<file path="src/rtl/write_sink_avalon.sv">
// Write sink: buffers solver pixel writes in a small FIFO and drains them
// as Avalon-MM master writes into the frame buffer.
//
// Ports
//   clock, reset      single clock, synchronous active-high reset
//   in_data/in_addr   pixel value and 16-bit word index from the arbitrator
//   in_write_en       request valid, held until in_ack is seen
//   in_ack            one-cycle pulse, request accepted into the FIFO
//   avm_*             Avalon-MM master write port (16-bit data)
//   fifo_count        entries currently buffered
//   idle              FIFO empty and no Avalon write outstanding
//   writes_done       completed Avalon writes, wraps at 2^32
module write_sink_avalon #(
    parameter int          FIFO_DEPTH = 4,
    parameter logic [31:0] ADDR_BASE  = 32'h0000_0000
) (
    input  logic                          clock,
    input  logic                          reset,
    input  logic [15:0]                   in_data,
    input  logic [31:0]                   in_addr,
    input  logic                          in_write_en,
    output logic                          in_ack,
    output logic [31:0]                   avm_address,
    output logic [15:0]                   avm_writedata,
    output logic [1:0]                    avm_byteenable,
    output logic                          avm_write,
    input  logic                          avm_waitrequest,
    output logic [$clog2(FIFO_DEPTH):0]   fifo_count,
    output logic                          idle,
    output logic [31:0]                   writes_done
);

    localparam int PW = $clog2(FIFO_DEPTH);
    localparam int CW = PW + 1;
    localparam logic [CW-1:0] FULL = CW'(FIFO_DEPTH);

    typedef enum logic {
        ST_IDLE,
        ST_WRITE
    } state_t;

    state_t state;

    // in_addr[31] never reaches the bus, so only 31 address bits are kept.
    logic [46:0]   mem [FIFO_DEPTH];
    logic [PW-1:0] wr_ptr;
    logic [PW-1:0] rd_ptr;
    logic          armed;
    logic          push;
    logic          pop;
    logic          not_empty;
    logic [46:0]   head;

    assign avm_byteenable = 2'b11;
    assign not_empty      = (fifo_count != '0);
    assign head           = mem[rd_ptr];
    assign idle           = !not_empty && (state == ST_IDLE);

    // Full test uses the pre-edge count: a same-edge pop never makes room.
    assign push = in_write_en && armed && (fifo_count != FULL);

    always_comb begin
        pop = 1'b0;
        unique case (state)
            ST_IDLE:  pop = not_empty;
            ST_WRITE: pop = not_empty && !avm_waitrequest;
            default:  pop = 1'b0;
        endcase
    end

    always_ff @(posedge clock) begin
        if (push) begin
            mem[wr_ptr] <= {in_addr[30:0], in_data};
        end
    end

    // Accept side. armed blocks a second push while the requester still
    // holds write_en during the ack cycle.
    always_ff @(posedge clock) begin
        if (reset) begin
            in_ack     <= 1'b0;
            armed      <= 1'b1;
            wr_ptr     <= '0;
            rd_ptr     <= '0;
            fifo_count <= '0;
        end else begin
            in_ack <= push;
            if (push) begin
                armed  <= 1'b0;
                wr_ptr <= wr_ptr + 1'b1;
            end else if (!in_write_en) begin
                armed <= 1'b1;
            end
            if (pop) begin
                rd_ptr <= rd_ptr + 1'b1;
            end
            unique case ({push, pop})
                2'b10:   fifo_count <= fifo_count + 1'b1;
                2'b01:   fifo_count <= fifo_count - 1'b1;
                default: fifo_count <= fifo_count;
            endcase
        end
    end

    // Master FSM: loads the FIFO head onto the bus and keeps writing
    // back-to-back while entries remain.
    always_ff @(posedge clock) begin
        if (reset) begin
            state         <= ST_IDLE;
            avm_write     <= 1'b0;
            avm_address   <= '0;
            avm_writedata <= '0;
            writes_done   <= '0;
        end else begin
            unique case (state)
                ST_IDLE: begin
                    if (pop) begin
                        avm_address   <= ADDR_BASE + {head[46:16], 1'b0};
                        avm_writedata <= head[15:0];
                        avm_write     <= 1'b1;
                        state         <= ST_WRITE;
                    end
                end
                ST_WRITE: begin
                    if (!avm_waitrequest) begin
                        writes_done <= writes_done + 32'd1;
                        if (pop) begin
                            avm_address   <= ADDR_BASE + {head[46:16], 1'b0};
                            avm_writedata <= head[15:0];
                        end else begin
                            avm_write <= 1'b0;
                            state     <= ST_IDLE;
                        end
                    end
                end
                default: begin
                    avm_write <= 1'b0;
                    state     <= ST_IDLE;
                end
            endcase
        end
    end

endmodule

</file>
<file path="config.mk">
export PLATFORM = sky130hd
export DESIGN_NAME = write_sink_avalon
export DESIGN_NICKNAME = d
export VERILOG_FILES = /design/src/rtl/write_sink_avalon.sv
export SDC_FILE = /design/constraint.sdc
export NUM_CORES = 1
export LEC_CHECK = 0
export CELL_PAD_IN_SITES_DETAIL_PLACEMENT = 0
export CELL_PAD_IN_SITES_GLOBAL_PLACEMENT = 2
export CORE_MARGIN = 1
export CORE_UTILIZATION = 39
export DETAILED_ROUTE_END_ITERATION = 6
export GPL_TIMING_DRIVEN = 0
export HOLD_SLACK_MARGIN = 0.15
export PLACE_DENSITY_LB_ADDON = 0.1
export SLEW_MARGIN = 20
export SYNTH_ARGS = -nofsm -noshare
export SYNTH_HDL_FRONTEND = slang
export SYNTH_SLANG_ARGS = --single-unit
</file>
<file path="constraint.sdc">
create_clock -name clock -period 3.3 [get_ports clock]
set_input_delay 0.66 -clock clock [delete_from_list [all_inputs] [get_ports clock]]
set_output_delay 0.66 -clock clock [all_outputs]
set_load 0.1 [all_outputs]
</file>
### After elaboration in Yosys (flattened, before gate mapping)

Memory sizes are Yosys's and may differ from the RTL's. A register that Yosys moved wholly into a read port is not among the register bits.
Cells that the tools add are included.

* register bits: 91
* bits in writable memories: 188
* word-level logic and storage cells: 56
* memories: 1

* add/subtract/negate cells: 5
* eq/ne operators: 7
* mux-type cells: 21
* bitwise operators: 2
* reduce and logical (&&, ||, !) cells: 10

Memory list
* mem: words 4, bits a word 47, read ports 1, clocked after memory_dff 1, wr ports 1, line 45 `logic [46:0] mem [FIFO_DEPTH];`

Operators by type and width (count)
* $mux W32: 2
* $pmux W32 S2: 1
* $add A32 B1 Y32 const B: 1
* $mux W16: 2
* $pmux W16 S2: 1
* $mux W1: 9
* $ne A2 B2 Y1 const B: 3
* $pmux W1 S2: 3
* $pmux W3 S2: 1
* $add A2 B1 Y2 const B: 2
* $logic_and A1 B1 Y1: 4
* $mux W2: 2
* $add A3 B1 Y3 const B: 1
* $ne A3 B3 Y1 const B: 1
* $reduce_and A3 Y1: 1
* $reduce_bool A3 Y1: 1
* $sub A3 B1 Y3 const B: 1
* $eq A2 B1 Y1 const B: 1
* $eq A2 B2 Y1 const B: 1
* $logic_not A1 Y1: 2
* $ne A2 B1 Y1 const B: 1
* $not A1 Y1: 2
* $reduce_and A2 Y1: 1
* $reduce_bool A2 Y1: 1

### Longest topological paths before layout

Gate-level depths: netlist of the first run.

* depth after elaboration: 6
* mapped depth: 10
* depth with buffers taken out: 9

### Worst setup path before layout of the first run

Ideal clock, no wire load.

* path kind: register to output
* start: register fifo_count[1]
* end: output idle
* data arrival time: 2463 ps
* required time: 2640 ps
* path slack: 177 ps
* stages on the path, launching flop included: 3
* path buffers: 0
* path through: dfxtp_1 > or3_1 > nor2_1

* word-level cells in the longest chain between the ends: 3

Ends and longest elaborated chain
* start: declaration: line 28 `output logic [$clog2(FIFO_DEPTH):0] fifo_count,`
* start signal: assignment: line 98 `2'b10: fifo_count <= fifo_count + 1'b1;`
* start signal: assignment: line 99 `2'b01: fifo_count <= fifo_count - 1'b1;`
* start signal: assignment: line 100 `default: fifo_count <= fifo_count;`
* $reduce_bool A3 Y1: line 55 `assign not_empty = (fifo_count != '0);`
* $logic_not A1 Y1: line 57 `assign idle = !not_empty && (state == ST_IDLE);`
* $logic_and A1 B1 Y1: line 57
* end: declaration: line 29 `output logic idle,`

Every way passes these cells.

### Worst setup path in the final report of the first run

Same ends and word-level chain as after synthesis.

==> metrics.md, run 1 <==
| Metric | Value |
|---|---|
| Status | `finished, violations left` |
| Violations in the final reports | `design-rule violations` |
| Worst-case setup slack after placement | `-249 ps` |
| Post-synthesis share of cell area spent on xor and xnor gates | `0.0133` |
| Portion of the post-synthesis area used by sequential elements | `0.709` |
| Max-slew violation total from the final report | `0` |
| Placed Area | `12400 sq um` |
| Largest area contributor in the synthesized netlist | `sky130_fd_sc_hd__edfxtp_1` |
| Largest family of logic cells by synthesized area | `multiplexers` |
| Clock buffer count from CTS | `30` |
| DIE AREA | `about 28000 sq um` |
| Total grt overflow | `0` |
| Worst Tran Pin Value | `1070 ps` |
| Final-layout fill cell count | `roughly 2300` |
| Total routing resource utilization after global routing | `0.173` |
| Setup repair after global routing missed its margin | `no` |
| Worst IR drop on VDD | `595 uV` |
| Number of synthesized register bits | `280` |
| Effective utilization at floorplan | `0.402` |
| Worst-path cell chain | `or3_1 -> nor2_1 -> dlygate4sd2_1` |
| CP max FO | `6` |
| Worst-path clk slew | `around 60 ps` |
| Synth Area in Compound Gates | `0.0450` |
| Number of nets in the final layout | `931` |
| Antenna violations before repair | `2` |
| Port buffer count | `between 100 and 150` |
| Number of buffers inserted by hold repair at cts | `0` |
| Post-CTS setup repair buffer count | `0` |
| Area of the core | `26300 sq um` |
| Routed wire length | `~24 mm` |
| Largest buffer count on any clock path | `3` |
| Per-instance average area after synthesis | `15.1 sq um` |
| TritonCTS clock tree | `yes` |
| Worst min path class | `register to register` |
| Number of warnings issued by yosys | `0` |
| Wire length of the first global-routing pass | `37.0 mm` |
| Category of the worst setup path capture point | `output port` |
| Half-perimeter wire length of the detailed placement result | `15.3 mm` |
| Max-cap violations | `0` |
| Number of H-tree branching levels | `1` |
| Post-synth top area share | `0.535` |
| Die Ht | `167 microns` |
| Post-synthesis share of cell area spent on and, or, nand and nor gates | `0.0948` |
| Headroom to the max-slew limit | `0.285` |
| Final Wtd Congestion | `just under 0.8` |
| Largest stage delay on the critical path | `between 800 and 900 ps` |
| Startpoint Class | `register` |
| Synthesized netlist cell count | `700` |
| Pin count of the biggest net entering global routing | `25` |
| Final critical-path required period | `between 3000 and 4000 ps` |
| X dimension of the die | `167 microns` |
| Finished layout cell area | `13500 sq um` |
| First DRT Iteration DRCs | `404` |
| Required time reported for the critical path endpoint | `2640 ps` |
| Kind of critical path | `register to output port` |
| DRC violation count after routing | `11` |
| 1st-pass router iterations | `6` |
| Post-Synthesis Cell Area | `between 10000 and 15000 sq um` |
| Final Worst Setup Slack | `256 ps` |
| Total design power | `12300 uW` |
| Area used by sequential logic in the layout | `7490 sq um` |
| Routed length per placed instance | `19.1 microns` |
| Top library cells by usage in the layout, fill and taps aside | `188 x sky130_fd_sc_hd__edfxtp_1, 134 x sky130_fd_sc_hd__clkdlybuf4s50_1, 113 x sky130_fd_sc_hd__nand2_1, 92 x sky130_fd_sc_hd__dfxtp_1, 68 x sky130_fd_sc_hd__a21oi_1` |
| Fraction of layout cells with a size suffix above 1 | `0.148` |
| Portion of netlist area occupied by mux cells | `0.105` |
| CTS-repair resized insts | `1` |
| Fraction of the cycle the final worst path needs | `0.922` |
| Power Density | `911 nW/um^2` |
| Vias post-DR | `6282` |
| Insertion delay to the later sink of the worst-skew pair | `550 ps` |
| Total number of clock tree sinks | `between 200 and 300` |
| Number of hold violations in the final report | `0` |
| Largest cells by area after synthesis | `sky130_fd_sc_hd__edfxtp_1 53%, sky130_fd_sc_hd__dfxtp_1 17%, sky130_fd_sc_hd__mux4_2 10%` |
| Final Skew | `9.05 ps` |
| Commonest non-fill, non-tap cell in the layout | `sky130_fd_sc_hd__edfxtp_1` |
| Signal arrival time at the worst endpoint | `2380 ps` |
| Slowest cell on the critical path | `sky130_fd_sc_hd__dlygate4sd2_1` |
| Leakage | `0.00442 uW` |
| Number of distinct standard cells referenced by the synthesized netlist | `40` |
| Final hold slack | `456 ps` |
| Std-Cell Rows | `59` |
| Via count normalized by instance count | `5.10` |
| Max Freq | `0.329 GHz` |
| # setup viols final | `0` |
| IO Pins | `140` |
| Final ANT Viol Nets | `0` |
| Area of the multi-input gates | `2850 sq um` |
| Root buf cell | `sky130_fd_sc_hd__clkbuf_16` |
| Layout overhead on the synthesized area | `27.6%` |
| Adder and majority cell fraction of the synthesized area | `0.00901` |
| Vias in the first global route | `6601` |
## area by class of cell
type                       count  share of cell area
antenna                        1            0.000186
buffer                        38              0.0148
clock buffer                  37              0.0623
clock inverter                19              0.0156
inverter                      10             0.00279
multi-input combinational    373               0.211
sequential                   280               0.556
tap                          335              0.0311
timing repair buffer         139               0.106
## flip-flops by register name (all words and copies together), names as in the netlist, named ones only
register	cells
mem	188
writes_done	32
avm_address	31
avm_writedata	16
fifo_count	3
rd_ptr	2
wr_ptr	2
armed	1
avm_write	1
in_ack	1
state	1
## synth_stat cells (all sizes together)
library cell,count
a211oi,1
a21oi,68
a311o,1
and2,6
and3,1
and4,5
and4b,2
buf,18
clkbuf,20
conb,2
dfxtp,92
edfxtp,188
fa,1
ha,6
inv,10
mux2,4
mux2i,1
mux4,47
nand2,113
nand3,9
nand4,12
nor2,28
nor2b,5
nor3,1
nor4,4
o21ai,4
o31ai,13
or2,2
or3,7
or4,13
xnor2,3
xor2,13
## cell families (layout without fill, tap and decap cells)
logic type	after synthesis	in the layout
AOI/OAI and AO/OA	87	87
buffers and inverters	48	243
adders and majority gates	7	7
xor gates and xnor gates	16	16
DFF	280	280
muxes	52	52
other	2	4
and+or+nand+nor	208	208
## worst max-delay path: cells and delay by family, from the launching register on
| family | cells | cell delay [ps] |
|---|---|---|
| flops | 1 | 360 |
| simple gates | 2 | 600 |
| buf+inv | 1 | 870 |
## through the flow
step                instances  utilization  setup TNS (ps)
finish                   1232        0.513               0
global route             1232        0.513               0
CTS                      1231        0.513               0
detailed placement       1175        0.473            -297
global placement         1171        0.469         -183710
floorplan                 701            -               0
## path summary, 6_finish.rpt
check | from | to | depth (start not counted) | slack (ps)
worst min register to register | avm_address[2] | avm_address[2] | 2 | 460
worst min-delay path | avm_address[2] | avm_address[2] | 2 | 460
worst max-delay path | fifo_count[1] | idle | 3 | 260
worst max register to register | fifo_count[0] | fifo_count[2] | 10 | 470
## per-layer routing
| metal | vias up | track usage | share of wire |
|---|---|---|---|
| met2 | 147 | 0.307 | 0.51 |
| met5 | - | 0 | 0.00055 |
| met4 | 2 | 0.0588 | 0.022 |
| met1 | 3117 | 0.209 | 0.41 |
| li1 | 2974 | - | - |
| met3 | 42 | 0.0342 | 0.057 |
## power breakdown
| part | internal, uW | total, uW | switching [uW] | leakage, uW |
|---|---|---|---|---|
| clock network | 2120 | 3490 | 1370 | 0.000507 |
| logic | 1170 | 4300 | 3130 | 0.00145 |
| registers | 4250 | 4480 | 232 | 0.00247 |
| total | 7540 | 12300 | 4730 | 0.00442 |
Note: power is estimated with default switching activity, not from simulation.
==> run 2: changes to the inputs <==
--- a/config.mk
+++ b/config.mk
@@ -13,6 +13,7 @@
 export GPL_TIMING_DRIVEN = 0
 export HOLD_SLACK_MARGIN = 0.15
 export PLACE_DENSITY_LB_ADDON = 0.1
+export SKIP_LAST_GASP = 1
 export SLEW_MARGIN = 20
 export SYNTH_ARGS = -nofsm -noshare
 export SYNTH_HDL_FRONTEND = slang
==> results of run 2 <==
No change in the layout: final DEF, timing and power equal those of run 1.
==> run 3: changes to the inputs <==
--- a/config.mk
+++ b/config.mk
@@ -7,7 +7,7 @@
 export LEC_CHECK = 0
 export CELL_PAD_IN_SITES_DETAIL_PLACEMENT = 0
 export CELL_PAD_IN_SITES_GLOBAL_PLACEMENT = 2
-export CORE_MARGIN = 1
+export CORE_MARGIN = 2
 export CORE_UTILIZATION = 39
 export DETAILED_ROUTE_END_ITERATION = 6
 export GPL_TIMING_DRIVEN = 0
==> run 3 against run 2 <==
Effect of this change: critical path depth did not move; via count rose by 1.3%; worst hold slack worse by 1.7 ps; maximum frequency down 0.23%; largest power group unchanged; highest routed layer is now met4; register-to-register slack about the same; global-route usage shrank 0.55 points; sequential share of layout area rose by 0.072 points; power decreased by 1.2%; clock-buffer cell count rose by 4; die area grew 2.4%; the flow now finishes without violations; sequential power is essentially flat; combinational power barely moved.
==> metrics.md, run 3 (synthesis gave the netlist of run 1 again) <==
| Metric | Value |
|---|---|
| Clock buffer count from CTS | `30` |
| Leakage | `around 0.0044 uW` |
| Slowest cell on the critical path | `sky130_fd_sc_hd__dlygate4sd2_1` |
| Final critical-path required period | `3050 ps` |
| Die Ht | `169 microns` |
| Layout overhead on the synthesized area | `27.5%` |
| First DRT Iteration DRCs | `380` |
| X dimension of the die | `169 microns` |
| Total routing resource utilization after global routing | `0.167` |
| Worst-path clk slew | `roughly 60 ps` |
| Final sum of negative setup slack | `0 ps` |
| Post-route non-filler standard cell count | `approximately 1200` |
| Worst-path cell chain | `or3_1 -> nor2_1 -> dlygate4sd2_1` |
| Number of H-tree branching levels | `1` |
| TritonCTS clock tree | `yes` |
| Fraction of layout cells with a size suffix above 1 | `0.142` |
| Worst min path class | `register to register` |
| Signal arrival time at the worst endpoint | `2390 ps` |
| Power Density | `901 nW/um^2` |
| Max-cap violations | `0` |
| Total number of clock tree sinks | `280` |
| Total placed cells including tap cells | `1181` |
| Port buffer count | `135` |
| Area of the multi-input gates | `2850 sq um` |
| Insertion delay to the later sink of the worst-skew pair | `540 ps` |
| Category of the worst setup path capture point | `output port` |
| Number of hold violations in the final report | `0` |
| Setup repair after global routing missed its margin | `no` |
| Fraction of the cycle the final worst path needs | `0.924` |
| Root buf cell | `sky130_fd_sc_hd__clkbuf_16` |
| Wire length of the first global-routing pass | `36.9 mm` |
| Startpoint of the tightest hold check path | `avm_writedata[0]` |
| Std-Cell Rows | `60` |
| Largest stage delay on the critical path | `880 ps` |
| 1st-pass router iterations | `5` |
| Final Wtd Congestion | `approximately 0.75` |
| Half-perimeter wire length of the detailed placement result | `15.3 mm` |
| Worst Tran Pin Value | `1060 ps` |
| Top library cells by usage in the layout, fill and taps aside | `188 x sky130_fd_sc_hd__edfxtp_1, 134 x sky130_fd_sc_hd__clkdlybuf4s50_1, 113 x sky130_fd_sc_hd__nand2_1, 92 x sky130_fd_sc_hd__dfxtp_1, 68 x sky130_fd_sc_hd__a21oi_1` |
| IO Pins | `140` |
| Area used by sequential logic in the layout | `~7500 sq um` |
| Routed wire length | `23.7 mm` |
| Via count normalized by instance count | `5.14` |
| Required time reported for the critical path endpoint | `2640 ps` |
| Total design power | `12100 uW` |
| Worst IR drop on VDD | `520 uV` |
| Number of buffers inserted by hold repair at cts | `0` |
| CP max FO | `6` |
| Largest registers ranked by flip-flop count | `mem (188), writes_done (32), avm_address (31)` |
| Number of nets in the final layout | `931` |
| Status | `finished clean` |
| Pin count of the biggest net entering global routing | `38` |
| Max-slew violation total from the final report | `0` |
| Max Freq | `0.328 GHz` |
| Vias post-DR | `6365` |
| Commonest non-fill, non-tap cell in the layout | `sky130_fd_sc_hd__edfxtp_1` |
| Antenna violations before repair | `2` |
| Count of buffer and inverter cells on the critical path | `1` |
| Total grt overflow | `0` |
| Vias in the first global route | `6592` |
| Startpoint Class | `register` |
| Largest buffer count on any clock path | `3` |
| Effective utilization at floorplan | `0.394` |
| Routed length per placed instance | `approximately 19 microns` |
| Flip-flop count of the largest register after layout | `between 150 and 200` |
| Crit. Startpoint | `fifo_count[1]` |
| Headroom to the max-slew limit | `0.291` |
| DIE AREA | `28400 sq um` |
| Final Skew | `roughly 12 ps` |
| Final-layout fill cell count | `2330` |
| Area of the core | `26800 sq um` |
| Final ANT Viol Nets | `0` |
| Worst reg2reg startpoint | `fifo_count[0]` |
| DRC violation count after routing | `0` |
| Cell family with the largest share of critical-path delay | `buffers and inverters` |
| Kind of critical path | `register to output port` |
| Register ranked first by flip-flop count | `mem` |
| # setup viols final | `0` |
-- run 3: changes by cell type in the layout (fill, tap and decap cells not counted) --
cell	change
sky130_fd_sc_hd__clkbuf_8	+1
sky130_fd_sc_hd__clkbuf_16	-1
sky130_fd_sc_hd__clkinv_1	+2
sky130_fd_sc_hd__clkinvlp_4	-4
sky130_fd_sc_hd__buf_16	+4
sky130_fd_sc_hd__clkinv_4	-1
sky130_fd_sc_hd__clkbuf_1	+4
sky130_fd_sc_hd__bufinv_16	-1
sky130_fd_sc_hd__diode_2	+1
sky130_fd_sc_hd__buf_12	-4
-- run 3: path summary, 6_finish.rpt --
check,to,slack [ps],cells past startpoint
worst max-delay path,idle,250,3
worst min-delay path,avm_writedata[0],450,2
worst max register to register,fifo_count[2],460,10
worst min register to register,avm_writedata[0],450,2
-- run 3: layer usage --
layer  global-route usage  part of all wire  vias up  routed length [microns]
met5                    0                 0        -                        0
met4               0.0465             0.020        0                      469
met3               0.0393             0.063       42                     1500
met2                0.291              0.50      175                    11700
met1                0.210              0.42     3164                     9980
li1                     -                 -     2984                        -
-- run 3: area by class of cell --
cell class / instances / area share
multi-input combinational: 373 / 0.212
tap: 341 / 0.0317
clock inverter: 15 / 0.0111
antenna: 2 / 0.000372
buffer: 38 / 0.0148
sequential: 280 / 0.556
timing repair buffer: 139 / 0.109
inverter: 10 / 0.00279
clock buffer: 41 / 0.0627
-- run 3: power by group --
part / switching (uW) / internal [uW]
Sequential: 231 / 4250
Combinational: 3150 / 1180
Clock: 1300 / 2010
Total: 4680 / 7440
-- run 3: per-stage QoR --
stage	util	hold WS [ps]	setup WS [ps]	instance area (sq um)
after global placement	0.460	443	-1040	12300
after floorplan	-	467	177	10600
after CTS	0.502	454	222	13400
final	0.502	455	249	13500
after detailed placement	0.465	446	-241	12500
after global routing	0.502	474	151	13500
-- run 3: worst reg2reg max path: stages, from the launching register on --
cell,delay (ps)
sky130_fd_sc_hd__dfxtp_1,420
sky130_fd_sc_hd__or3_1,210
sky130_fd_sc_hd__nand2_1,110
sky130_fd_sc_hd__inv_1,180
sky130_fd_sc_hd__clkbuf_1,490
sky130_fd_sc_hd__ha_1,300
sky130_fd_sc_hd__inv_1,60
sky130_fd_sc_hd__fa_1,370
sky130_fd_sc_hd__xor2_1,160
sky130_fd_sc_hd__or3_1,310
sky130_fd_sc_hd__a21oi_1,140
-- run 3: what timing repair did --
item / in CTS / in global routing
resized for setup: 1 / 0
endpoints found under the setup margin: 1 / 0
buffers inserted: 0 / 0
